`config.mk`:
```
export PLATFORM = sky130hd
export DESIGN_NAME = mem_arbiter
export DESIGN_NICKNAME = d
export VERILOG_FILES = /design/src/rtl/mem_arbiter.sv
export SDC_FILE = /design/constraint.sdc
export NUM_CORES = 1
export LEC_CHECK = 0
export CAP_MARGIN = 20
export CELL_PAD_IN_SITES_DETAIL_PLACEMENT = 1
export CELL_PAD_IN_SITES_GLOBAL_PLACEMENT = 1
export CORE_ASPECT_RATIO = 0.7
export CORE_UTILIZATION = 32
export CTS_CLUSTER_SIZE = 40
export DETAILED_ROUTE_END_ITERATION = 10
export GPL_TIMING_DRIVEN = 1
export MAX_ROUTING_LAYER = met4
export PLACE_DENSITY = 0.95
export SLEW_MARGIN = 10
export SYNTH_ARGS = -nofsm -noshare
export SYNTH_HDL_FRONTEND = slang
export SYNTH_SLANG_ARGS = --single-unit
```
`constraint.sdc`:
```
create_clock -name clk -period 3 [get_ports clk]
set_clock_uncertainty 0.1 [all_clocks]
set_input_delay 0.6 -clock clk [delete_from_list [all_inputs] [get_ports clk]]
set_output_delay 0.6 -clock clk [all_outputs]
set_load 0.005 [all_outputs]
```
`src/rtl/mem_arbiter.sv`:
```
// mem_arbiter: single-port memory arbiter between instruction fetch (IF) and
// the load/store stage (DM). One fixed-latency access at a time, DM priority
// with a starvation guard for IF, one-cycle ready pulses and stage stalls.
module mem_arbiter #(
  parameter int unsigned MEM_LATENCY  = 2,
  parameter int unsigned STARVE_LIMIT = 4
) (
  input  logic        clk,
  input  logic        rst,
  input  logic        if_req,
  input  logic [31:0] if_addr,
  input  logic        if_flush,
  output logic [31:0] if_rdata,
  output logic        if_ready,
  input  logic        dm_req,
  input  logic        dm_we,
  input  logic [31:0] dm_addr,
  input  logic [31:0] dm_wdata,
  input  logic [3:0]  dm_wstrb,
  output logic [31:0] dm_rdata,
  output logic        dm_ready,
  output logic        mem_en,
  output logic        mem_we,
  output logic [31:0] mem_addr,
  output logic [31:0] mem_wdata,
  output logic [3:0]  mem_wstrb,
  input  logic [31:0] mem_rdata,
  output logic        stall_if,
  output logic        stall_mem,
  output logic        busy
);

  localparam int unsigned CW = (MEM_LATENCY > 1) ? $clog2(MEM_LATENCY) : 1;
  localparam int unsigned SW = $clog2(STARVE_LIMIT + 1);
  localparam logic [CW-1:0] CNT_INIT   = CW'(MEM_LATENCY - 1);
  localparam logic [SW-1:0] STARVE_MAX = SW'(STARVE_LIMIT);

  typedef enum logic [1:0] {
    S_IDLE,
    S_GNT_IF,
    S_GNT_DM,
    S_RESP
  } state_t;

  state_t        r_state;
  state_t        w_next;
  logic [CW-1:0] r_cnt;
  logic [SW-1:0] r_starve;
  logic          r_drop;
  logic          r_who_dm;
  logic          r_mem_en;
  logic          r_mem_we;
  logic [31:0]   r_mem_addr;
  logic [31:0]   r_mem_wdata;
  logic [3:0]    r_mem_wstrb;
  logic [31:0]   r_if_rdata;
  logic [31:0]   r_dm_rdata;

  logic          w_grant_if;
  logic          w_grant_dm;
  logic          w_cnt_zero;
  logic          w_drop_now;

  // Arbitration and access-phase decode shared by FSM and datapath
  always_comb begin
    w_grant_if = (r_state == S_IDLE) && if_req && (!dm_req || (r_starve == STARVE_MAX));
    w_grant_dm = (r_state == S_IDLE) && dm_req && !w_grant_if;
    w_cnt_zero = (r_cnt == '0);
    // A flush on the final edge of a fetch still suppresses its result
    w_drop_now = r_drop || if_flush;
  end

  // FSM state register
  always_ff @(posedge clk) begin
    if (rst) r_state <= S_IDLE;
    else     r_state <= w_next;
  end

  // FSM next-state logic
  always_comb begin
    w_next = r_state;
    unique case (r_state)
      S_IDLE: begin
        if (w_grant_if)      w_next = S_GNT_IF;
        else if (w_grant_dm) w_next = S_GNT_DM;
      end
      S_GNT_IF: if (w_cnt_zero) w_next = w_drop_now ? S_IDLE : S_RESP;
      S_GNT_DM: if (w_cnt_zero) w_next = S_RESP;
      S_RESP:   w_next = S_IDLE;
      default:  w_next = S_IDLE;
    endcase
  end

  // FSM outputs: ready pulses in RESP, stalls and busy
  always_comb begin
    if_ready  = (r_state == S_RESP) && !r_who_dm;
    dm_ready  = (r_state == S_RESP) &&  r_who_dm;
    busy      = (r_state != S_IDLE);
    stall_if  = if_req && !if_ready;
    stall_mem = dm_req && !dm_ready;
  end

  // Memory port, latency counter, flush flag and read-data capture
  always_ff @(posedge clk) begin
    if (rst) begin
      r_mem_en    <= 1'b0;
      r_mem_we    <= 1'b0;
      r_mem_addr  <= '0;
      r_mem_wdata <= '0;
      r_mem_wstrb <= '0;
      r_cnt       <= '0;
      r_drop      <= 1'b0;
      r_who_dm    <= 1'b0;
      r_if_rdata  <= '0;
      r_dm_rdata  <= '0;
    end else begin
      unique case (r_state)
        S_IDLE: begin
          if (w_grant_if) begin
            r_mem_en    <= 1'b1;
            r_mem_we    <= 1'b0;
            r_mem_addr  <= if_addr;
            r_mem_wdata <= '0;
            r_mem_wstrb <= '0;
            r_cnt       <= CNT_INIT;
            r_drop      <= if_flush;
            r_who_dm    <= 1'b0;
          end else if (w_grant_dm) begin
            r_mem_en    <= 1'b1;
            r_mem_we    <= dm_we;
            r_mem_addr  <= dm_addr;
            r_mem_wdata <= dm_wdata;
            r_mem_wstrb <= dm_wstrb;
            r_cnt       <= CNT_INIT;
            r_drop      <= 1'b0;
            r_who_dm    <= 1'b1;
          end
        end
        S_GNT_IF: begin
          if (w_cnt_zero) begin
            r_mem_en    <= 1'b0;
            r_mem_we    <= 1'b0;
            r_mem_wstrb <= '0;
            r_drop      <= 1'b0;
            if (!w_drop_now) r_if_rdata <= mem_rdata;
          end else begin
            r_cnt <= r_cnt - 1'b1;
            if (if_flush) r_drop <= 1'b1;
          end
        end
        S_GNT_DM: begin
          if (w_cnt_zero) begin
            r_mem_en    <= 1'b0;
            r_mem_we    <= 1'b0;
            r_mem_wstrb <= '0;
            if (!r_mem_we) r_dm_rdata <= mem_rdata;
          end else begin
            r_cnt <= r_cnt - 1'b1;
          end
        end
        default: ;
      endcase
    end
  end

  // Starvation counter: consecutive DM grants made over a waiting fetch
  always_ff @(posedge clk) begin
    if (rst)                                     r_starve <= '0;
    else if (!if_req || w_grant_if)              r_starve <= '0;
    else if (w_grant_dm && r_starve != STARVE_MAX) r_starve <= r_starve + 1'b1;
  end

  assign mem_en    = r_mem_en;
  assign mem_we    = r_mem_we;
  assign mem_addr  = r_mem_addr;
  assign mem_wdata = r_mem_wdata;
  assign mem_wstrb = r_mem_wstrb;
  assign if_rdata  = r_if_rdata;
  assign dm_rdata  = r_dm_rdata;

endmodule

```
=== After elaboration in Yosys (flattened, before gate mapping) ===
Index checks and enable logic that the tools add are counted.

* Bits in registers: 142
* Bits in latches: 0
* Bits in writable memories: 0
* Bits in read-only memories: 0
* Input port bits: 138
* Output and inout bits: 139
* Word-level logic and storage cells: 88
* Memories: 0

* Add/sub/neg operators: 2
* Multipliers: 0
* Divide/modulo/power cells: 0
* $lt $le $gt $ge: 0
* Equal/unequal tests: 10
* Shift-type cells: 0
* Muxes and demuxes: 29
* Bitwise logic cells: 3
* Reduce and logical (&&, ||, !) cells: 32

{| class="wikitable"
|+ Operator list
! kind !! count
|-
| $mux W32 || 4
|-
| $reduce_and A3 Y1 || 5
|-
| $mux W4 || 3
|-
| $mux W1 || 11
|-
| $mux W2 || 5
|-
| $logic_and A1 B1 Y1 || 9
|-
| $ne A3 B3 Y1 const B || 3
|-
| $pmux W1 S2 || 4
|-
| $pmux W2 S4 || 1
|-
| $pmux W4 S2 || 1
|-
| $reduce_bool A2 Y1 || 4
|-
| $logic_not A1 Y1 || 6
|-
| $ne A2 B2 Y1 const B || 3
|-
| $eq A2 B2 Y1 const B || 2
|-
| $reduce_and A2 Y1 || 2
|-
| $reduce_or A2 Y1 || 2
|-
| $add A3 B1 Y3 const B || 1
|-
| $eq A3 B3 Y1 const B || 1
|-
| $logic_or A1 B1 Y1 || 3
|-
| $not A1 Y1 || 3
|-
| $eq A2 B1 Y1 const B || 1
|-
| $logic_not A2 Y1 || 1
|-
| $sub A1 B1 Y1 const B || 1
|}

=== Logic depth before layout (Yosys ltp) ===
Gate-level depths: netlist (run 1).

* Depth after elaboration: 8
* Mapped depth: 8
* Gate-level depth less buffers: 5

=== Worst setup path before layout (run 1) ===
OpenSTA, ideal clock, no wires.

* Kind: reg2reg
* Start: reg r_state[0]
* End: reg r_state[1]
* Setup time: 0.088 ns
* Data arrival time: 1.596 ns
* Data required time: 2.812 ns
* Setup slack: 1.215 ns
* Cell stages (with the launch flop): 7
* Path buffers: 1
* Clock period less this slack: 1.785 ns
* Cell sequence: dfxtp_1 > inv_1 > ha_1 > buf_4 > nor3b_2 > or3_1 > o32ai_2

* Word-level cells in the longest chain between the ends: 7
* Elaborated cells on any way between the ends: 15
* Classes of those cells: 6 x eq/ne; 2 x mux; 7 x reduce/logical

{| class="wikitable"
|+ Ends and longest elaborated chain
! item !! line !! text
|-
| from (decl) || 45 || <nowiki>state_t r_state;</nowiki>
|-
| from (signal assigned) || 76 || <nowiki>else r_state <= w_next;</nowiki>
|-
| $logic_not A2 Y1 || 66, 67, 82 ||
|-
| $logic_and A1 B1 Y1 (2 in a row) || 66 || <nowiki>w_grant_if = (r_state == S_IDLE) && if_req && (!dm_req || (r_starve == STARVE_MAX));</nowiki>
|-
| $logic_not A1 Y1 || 67 || <nowiki>w_grant_dm = (r_state == S_IDLE) && dm_req && !w_grant_if;</nowiki>
|-
| $logic_and A1 B1 Y1 || 67 ||
|-
| $ne A3 B3 Y1 (no source line) || -- ||
|-
| $reduce_and A3 Y1 (no source line) || -- ||
|}

Parallel ways exist; a longest one is shown, timed or not.
A chain may end at the register's enable or synchronous reset.

=== Final worst setup path (run 1) ===
* Start: in dm_req
* End: out stall_mem

* Word-level cells in the longest chain between the ends: 1

{| class="wikitable"
|+ Ends and longest elaborated chain
! item !! line !! text
|-
| from (decl) || 15 || <nowiki>input logic dm_req,</nowiki>
|-
| $logic_and A1 B1 Y1 || 100 || <nowiki>stall_mem = dm_req && !dm_ready;</nowiki>
|-
| to (decl) || 29 || <nowiki>output logic stall_mem,</nowiki>
|}

No other way between the ends.

==> flow_results.org, run 1 <==
** CTS
- The longest clock path from root to sink contains 2 buffers.
- Number of hold buffers added after CTS :: 0
- CTS H-tree lvls :: 4
- Num Clock Sinks :: ~140
- Clock Pin Slew Worst Setup and Hold Paths :: approximately 0.060 ns
- The tree is rooted in a sky130_fd_sc_hd__clkbuf_16.
- Once the clock tree was built, the setup fixing pass inserted 0 buffers.
- The number of clock buffers added by TritonCTS is 17.
- Clock tree from TritonCTS :: yes
- Clock insertion delay at the later pin of the skew report :: ~0.42 ns
- Post-CTS repair changed the size of 0 cells.

** Place
- Placer congestion estimate :: ~0.81
- Setup slack at placement :: roughly 0.23 ns
- HPWL reported at the end of detailed placement :: between 15000 and 20000 um
- # port buffers :: 276
- Inst Count DP :: 1139

** Pwr
- Proportion of power drawn by the clock network :: 0.257
- Total net switching power :: approximately 0.0029 W
- Of the total power, combinational logic draws 0.416.
- Power spread over the standard cell area amounts to 838 mW/mm^2.
- Summed over all cells, the static leakage comes to between 3 and 4 nW.
- Internal power summed over all cells :: 0.00504 W
- Of the total power, the share spent switching nets is 0.364.
- Power share of the sequential group :: 0.327
- Across the VDD grid, the largest voltage drop is approximately 0.33 mV.

** Detailed routing
- Antenna viol nets, final :: 0
- Routed vias/inst :: 4.98
- Routed len/inst :: around 18 um
- Aggregate routed wire length :: roughly 21000 um
- The detailed router placed just under 6000 vias in this run.
- First-pass iteration count of the detailed router :: 7
- In the routed design, unresolved DRC markers number 14.
- DR iter-0 viols :: a little under 300

** Hold path
- HP Start :: dm_rdata[17]$_SDFFE_PP0P_
- The worst hold path belongs to the class reg2reg.

** Finish
- Share of cells above drive strength 1 :: 0.128
- Most frequent standard cell in the layout excluding fill and tap cells :: sky130_fd_sc_hd__clkdlybuf4s50_1
- The net count of the finished layout is between 1000 and 1500.
- The library cells used most frequently in the layout, excluding fill and tap cells, are sky130_fd_sc_hd__clkdlybuf4s50_1, sky130_fd_sc_hd__dfxtp_1, sky130_fd_sc_hd__nand2_1.
- Number of antenna diodes :: 0
- Area grow syn2layout :: 57.4%
- Filler-free cell count of the finished design :: roughly 1200

** Setup path
- The largest single stage delay on the critical path is roughly 0.73 ns.
- Arrival time of the worst setup path :: 2.12 ns
- The most critical setup path has its startpoint at dm_req.
- Required @ worst endpoint :: 2.30 ns
- The setup path with the least slack is of type in2out.
- Most frequent CP cell :: sky130_fd_sc_hd__clkdlybuf4s50_1
- Crit start category :: input pin
- The worst setup path is captured at an output port.
- Cells traversed along the worst timing path :: clkdlybuf4s50_1 > nor2b_1 > clkdlybuf4s50_1
- Of all nets on the critical path, the largest fanout is 7.
- Slowest stage cell on the critical path :: sky130_fd_sc_hd__clkdlybuf4s50_1
- The startpoint identified for the worst register-to-register timing path is r_state[0]$_SDFFE_PP0P_.

** Yosys
- The most used flip-flop cell after synthesis is sky130_fd_sc_hd__dfxtp_1.
- The number of nets in the synthesized netlist is around 820.
- Post-Synthesis Mean Instance Area :: a little under 9 um^2
- Sequential-to-total area share from yosys stat :: 0.473
- Yosys warnings :: 0
- Yosys mapped the design onto between 40 and 50 distinct sky130hd cell types.
- Number of standard cells after synthesis :: roughly 670
- The synthesized design contains 142 register bits.
- Yosys mapped a number of flops with a built-in enable equal to 0.
- In the synthesized netlist the async set-or-reset flop fraction comes to 0.
- In this run the cell area of the synthesized design comes to ~0.006 mm^2.

** Global routing
- The initial antenna violation count was 0.
- Largest net degree at the start of global routing :: 60
- Global-route total usage across every layer :: 0.227
- The total overflow left after global routing is 0.
- The number of global-route vias before repair came to slightly above 6000.
- The first global-routing pass estimated 33300 um of wire.

** Die
- Die Height :: ~120 um
- In this run the core area contains 41 standard-cell rows.
- Die Width :: 166 um
- The total area inside the core boundary comes to 0.0182 mm^2.
- For this configuration, the core starts out at a cell density of 0.330.
- During I/O placement, the number of pins put on the boundary was approximately 280.
- Total Die Area :: around 0.019 mm^2

** STA
- Top achievable clock speed :: around 350 MHz
- Post-route minimum period :: between 2 and 3 ns
- The worst path meets setup with ~0.18 ns of slack.
- Setup-violating endpoint count in the final report :: 0
- Slew at the pin closest to its max-slew limit :: around 0.73 ns
- Final hold violations :: 0
- Slew headroom :: 0.512
- Setup repair after global routing left no endpoint under its margin.
- The number of pins with negative max-slew slack in the final report is 0.
- After routing, the total negative slack on setup checks comes to 0 ns.
- Dividing the final minimum period by the clock period gives 0.939.

** Job
- Total of max-cap violations :: 0

** Status
- The final reports fail on DRC.
- The flow ran to the end, but the final reports show violations.
[metrics by stage]
| stage | cell area, um^2 | total power [W] | utilization | hold slack [ns] |
|---|---|---|---|---|
| 2_1_floorplan | 6010 | 0.00439 | - | 0.349 |
| 3_3_place_gp | 8890 | 0.00580 | 0.488 | 0.341 |
| 3_5_place_dp | 8890 | 0.00594 | 0.488 | 0.350 |
| 4_1_cts | 9460 | 0.00801 | 0.519 | 0.359 |
| 5_1_grt | 9460 | 0.00840 | 0.519 | 0.372 |
| 6_report | 9460 | 0.00792 | 0.519 | 0.357 |
[area by class of cell]
| cell class | instances | area [um^2] |
|---|---|---|
| Clock buffer | 18 | 439 |
| Multi-Input combinational cell | 451 | 2770 |
| Fill cell | 2068 | 8760 |
| Sequential cell | 142 | 2840 |
| Tap cell | 236 | 295 |
| Clock inverter | 14 | 124 |
| Inverter | 18 | 67.6 |
| Timing Repair Buffer | 292 | 2920 |
[cell families (layout without fill, tap and decap cells)]
logic type,after synthesis,in the layout,synth area share
compound gates,154,154,0.224
fa+ha+maj,7,7,0.0146
buf+inv,79,342,0.0708
flops,142,142,0.473
simple gates,290,290,0.217
[metal layers]
| metal | global-route usage | wire, um | up-vias |
|---|---|---|---|
| met5 | - | 0 | - |
| met4 | 0.0735 | 335 | 0 |
| met3 | 0.0712 | 1470 | 26 |
| met2 | 0.386 | 10400 | 182 |
| met1 | 0.257 | 9140 | 2803 |
| li1 | - | - | 2826 |
[power by group through the flow]
stage / logic, W / registers (W) / clock network [W]
floorplan: 0.00177 / 0.00262 / 0
global placement: 0.00320 / 0.00260 / 0
detailed placement: 0.00330 / 0.00263 / 0
CTS: 0.00333 / 0.00260 / 0.00208
global route: 0.00358 / 0.00264 / 0.00217
finish: 0.00330 / 0.00259 / 0.00203
[final timing paths]
| check | endpoint | slack, ns | cells after the start |
|---|---|---|---|
| min reg2reg | dm_rdata[17]$_SDFFE_PP0P_ | 0.36 | 2 |
| max reg2reg | mem_addr[1]$_SDFFE_PP0P_ | 0.45 | 5 |
| min | dm_rdata[17]$_SDFFE_PP0P_ | 0.36 | 2 |
| max | stall_mem | 0.18 | 3 |
[worst max-delay path, delay by kind of cell]
kind	cells	cell delay, ns
buffers and inverters	2	1.27
and+or+nand+nor	1	0.24
[flip-flops by register name, summed over array words and instances (netlist names)]
signal and cells:
dm_rdata 32, if_rdata 32, mem_addr 32, mem_en 1, mem_wdata 32, mem_we 1, mem_wstrb 4, r_cnt 1
r_drop 1, r_starve 3, r_state 2, r_who_dm 1
[cell usage after synthesis (2+ instances only)]
cell | n | area, um^2
sky130_fd_sc_hd__ha_1 | 7 | 87.6
sky130_fd_sc_hd__and2_1 | 2 | 12.5
sky130_fd_sc_hd__clkbuf_1 | 31 | 116
sky130_fd_sc_hd__nand3_1 | 4 | 20.0
sky130_fd_sc_hd__nor2b_1 | 3 | 18.8
sky130_fd_sc_hd__nor3b_2 | 2 | 25.0
sky130_fd_sc_hd__nor2_1 | 100 | 375
sky130_fd_sc_hd__buf_6 | 13 | 146
sky130_fd_sc_hd__a21oi_1 | 69 | 345
sky130_fd_sc_hd__dfxtp_1 | 142 | 2840
sky130_fd_sc_hd__a2111oi_2 | 25 | 375
sky130_fd_sc_hd__o32ai_2 | 2 | 32.5
sky130_fd_sc_hd__a2111oi_1 | 2 | 20.0
sky130_fd_sc_hd__buf_2 | 13 | 65.1
sky130_fd_sc_hd__o21a_1 | 3 | 22.5
sky130_fd_sc_hd__o21ai_0 | 2 | 10.0
sky130_fd_sc_hd__a2111oi_4 | 5 | 138
sky130_fd_sc_hd__nor3_1 | 32 | 160
sky130_fd_sc_hd__a32oi_1 | 32 | 280
sky130_fd_sc_hd__inv_1 | 18 | 67.6
sky130_fd_sc_hd__nand2_2 | 31 | 194
sky130_fd_sc_hd__buf_4 | 4 | 30.0
sky130_fd_sc_hd__o32ai_1 | 5 | 43.8
sky130_fd_sc_hd__nand2_1 | 102 | 383
sky130_fd_sc_hd__nand2b_1 | 5 | 31.3
Note: power is estimated with default switching activity, not from simulation.
==> run 2, diff against run 1 <==
--- a/config.mk
+++ b/config.mk
@@ -14,7 +14,7 @@
 export DETAILED_ROUTE_END_ITERATION = 10
 export GPL_TIMING_DRIVEN = 1
 export MAX_ROUTING_LAYER = met4
-export PLACE_DENSITY = 0.95
+export PLACE_DENSITY_LB_ADDON = 0.2
 export SLEW_MARGIN = 10
 export SYNTH_ARGS = -nofsm -noshare
 export SYNTH_HDL_FRONTEND = slang
==> run 2 against run 1 <==
- the flow still finishes with violations (DRC)
- cell count grew 0.34%
- register-to-register slack better by 0.27 ns
- utilization grew 0.67 points
- worst hold slack worse by 0.0040 ns
- design area is 1.3% higher
- global-route usage fell by 0.22 points
- critical path depth up 1
- via count is 0.81% higher
- critical path type is now reg2out
==> flow_results.org, run 2 (synthesis gave the netlist of run 1 again) <==
** CTS
- Clock tree from TritonCTS :: yes (unchanged)
- Number of hold buffers added after CTS :: 0 (unchanged)
- Count of cells resized by post-cts repair :: 0 (unchanged)
- The setup fix buffers added after clock tree synthesis was 0 (unchanged).
- Root Buffer :: sky130_fd_sc_hd__clkbuf_16 (unchanged)
- The maximum level of the CTS H-tree was 4 (unchanged).
- The source-to-sink clock delay at the later pin of the worst-skew pair came to 0.41 ns (was 0.42 ns).
- The TritonCTS buffer count was 17 (unchanged).
- The maximum buffer depth of the clock tree was 2 (unchanged).
- The clock slew at the register clock pins of the worst setup and hold paths was 0.05 ns (was 0.06 ns).
- The clock net sink count came to 142 (unchanged).

** Finish
- Commonest non-fill, non-tap cells in the layout :: sky130_fd_sc_hd__clkdlybuf4s50_1, sky130_fd_sc_hd__dfxtp_1, sky130_fd_sc_hd__nand2_1 (unchanged)
- The most common cell after layout, fill and taps aside is sky130_fd_sc_hd__clkdlybuf4s50_1 (unchanged).
- Number of antenna diodes :: 0 (unchanged)
- Share of cells above drive strength 1 :: 0.130 (was 0.128)
- The post-synthesis to final-layout area growth was 59.4% (was 57.4%).
- Cell area after layout :: 0.00958 mm^2 (was 0.00946 mm^2)
- Net count of the finished layout :: 1071 (was 1067)
- Utilization after layout :: 0.526 (was 0.519)

** Job
- Total of max-cap violations :: 0 (unchanged)

** Place
- # port buffers :: 276 (unchanged)
- Placer congestion estimate :: 0.812 (was 0.809)
- The post-placement cell area came to 0.00891 mm^2 (was 0.00889 mm^2).
- The detailed-placement wirelength estimate is 15100 um (was 15400 um).

** Die
- The initial core utilization came to 0.330 (unchanged).
- The width of the die came to 166 um (unchanged).
- Total core area :: 0.0182 mm^2 (unchanged)
- Io pins :: 277 (unchanged)
- Die Height :: 117 um (unchanged)
- The number of placement rows was 41 (unchanged).
- The full die area is 0.0193 mm^2 (unchanged).

** Global routing
- The wire length of the first global-routing pass came to 32900 um (was 33300 um).
- The initial antenna violation count came to 0 (unchanged).
- Global-route total usage across every layer :: 0.225 (was 0.227)
- Vias in the first global route :: 6378 (was 6125)
- The residual overflow from global routing came to 0 (unchanged).
- The largest net degree at the start of global routing came to 66 (was 60).

** STA
- RSZ-0062 raised after global routing: false (unchanged).
- Slew at the pin closest to its max-slew limit :: 0.973 ns (was 0.732 ns)
- Max Transition Viols Final :: 0 (unchanged)
- The number of failing hold endpoints at the final stage was 0 (unchanged).
- The number of setup violations in the final report is 0 (unchanged).
- Worst hold margin :: 0.353 ns (was 0.357 ns)
- Top achievable clock speed :: 370 MHz (was 355 MHz)
- Crit share post-route :: 0.901 (was 0.939)
- The worst slew slack as a fraction of its limit is 0.351 (was 0.512).
- Setup tns final :: 0 ns (unchanged)
- Post-route minimum period :: 2.70 ns (was 2.82 ns)

** Setup path
- The delay of the slowest cell on the worst path is 0.55 ns (was 0.73 ns).
- The critical path data required time came to 2.30 ns (about the same).
- Crit path capture type :: output port (unchanged)
- The cell repeated most along the worst path is sky130_fd_sc_hd__inv_1 (was sky130_fd_sc_hd__clkdlybuf4s50_1).
- Buf+Inv Stages, Crit Path :: 3 (was 2)
- The critical-path maximum fanout was 11 (was 7).
- The sort of element at the start of the critical path was a flip-flop (was input pin).
- The gate family responsible for the most delay along the worst path was buffers and inverters (unchanged).
- The slack of the worst reg-to-reg path was 0.72 ns (was 0.45 ns).
- Arrival time of the worst setup path :: 2.00 ns (was 2.12 ns)
- CP Class :: reg2out (was in2out)
- Worst R2R Path Depth :: 5 (unchanged)
- Reg2reg start :: r_state[0]$_SDFFE_PP0P_ (unchanged)
- The slowest stage cell on the critical path is sky130_fd_sc_hd__clkdlybuf4s50_1 (unchanged).
- Cells traversed along the worst timing path: inv_1 > ha_1 > inv_1 > clkdlybuf4s50_1 (was clkdlybuf4s50_1 > nor2b_1 > clkdlybuf4s50_1).
- Worst r2r dst :: mem_wstrb[2]$_SDFFE_PP0P_ (was mem_addr[1]$_SDFFE_PP0P_)

** Detailed routing
- The remaining number of nets flagged by the antenna check after routing was 0 (unchanged).
- Aggregate routed wire length :: 21100 um (was 21400 um)
- Total via count after detailed routing :: 5884 (was 5837)
- The total iterations of the first detailed-routing run was 7 (unchanged).
- Routed len/inst :: 17.9 um (was 18.3 um)
- DR iter-0 viols :: 331 (was 297)
- The per-cell via count in the routed design was 5.01 (was 4.98).
- The number of DRC violations after detailed routing came to 18 (was 14).

** Pwr
- The cell leakage power came to 3.34 nW (was 3.27 nW).
- Highest ir drop seen on vdd :: 0.388 mV (was 0.327 mV)
- The power per cell area came to 863 mW/mm^2 (was 838 mW/mm^2).
- Overall power of the completed layout :: 0.00826 W (was 0.00792 W)

** Hold path
- The hold path depth was 2 (unchanged).
- The worst min-delay path endpoint is dm_rdata[6]$_SDFFE_PP0P_ (was dm_rdata[17]$_SDFFE_PP0P_).
- Type of the worst min-delay path :: reg2reg (unchanged)
- The hold path startpoint is dm_rdata[6]$_SDFFE_PP0P_ (was dm_rdata[17]$_SDFFE_PP0P_).

** Status
- Violations in the final reports: DRC (unchanged).
- Result of the run :: finished with violations (unchanged)
==> run 2: metal layers <==
layer | global-route usage | routed length [um] | vias to the layer above
met2 | 0.372 | 10100 | 190
met1 | 0.260 | 9040 | 2826
met3 | 0.0593 | 1470 | 38
met4 | 0.0978 | 448 | 0
li1 | - | - | 2830
met5 | - | 0 | -
==> run 2: worst max path at each step <==
stage                                  from                         to  slack (ns)  cells after the start
finish              r_state[0]$_SDFFE_PP0P_                       busy        0.30                      4
global route        r_state[0]$_SDFFE_PP0P_                       busy        0.20                      4
CTS                 r_state[0]$_SDFFE_PP0P_                       busy        0.26                      4
detailed placement                   dm_req  mem_wstrb[2]$_SDFFE_PP0P_        0.36                      5
global placement                     dm_req                  stall_mem        0.46                      3
floorplan           r_state[0]$_SDFFE_PP0P_    r_state[1]$_SDFFE_PP0P_        1.22                      6
==> run 2: power by group <==
part | leakage (nW) | total [W] | switching (W) | internal, W
clock network | 0.323 | 0.00238 | 0.000842 | 0.00153
logic | 1.85 | 0.00328 | 0.00168 | 0.00161
registers | 1.16 | 0.00261 | 0.000278 | 0.00233
total | 3.34 | 0.00826 | 0.00280 | 0.00547
==> run 2: area by class of cell <==
| class | count | area [um^2] |
|---|---|---|
| Clock buffer | 21 | 460 |
| Clock inverter | 11 | 203 |
| Fill cell | 2073 | 8630 |
| Inverter | 18 | 67.6 |
| Multi-Input combinational cell | 451 | 2760 |
| Sequential cell | 142 | 2840 |
| Tap cell | 236 | 295 |
| Timing Repair Buffer | 296 | 2950 |
==> run 2: tightest hold or removal path, cell delays in order, from the launching register on <==
cell	delay, ns
sky130_fd_sc_hd__dfxtp_1	0.30
sky130_fd_sc_hd__nand2_1	0.05
sky130_fd_sc_hd__a21oi_1	0.05
==> run 2: per-stage QoR <==
step	std cells	setup WS (ns)
after CTS	1175	0.263
after floorplan	672	1.22
final	1175	0.298
after global routing	1175	0.196
after detailed placement	1143	0.358
after global placement	1143	0.456
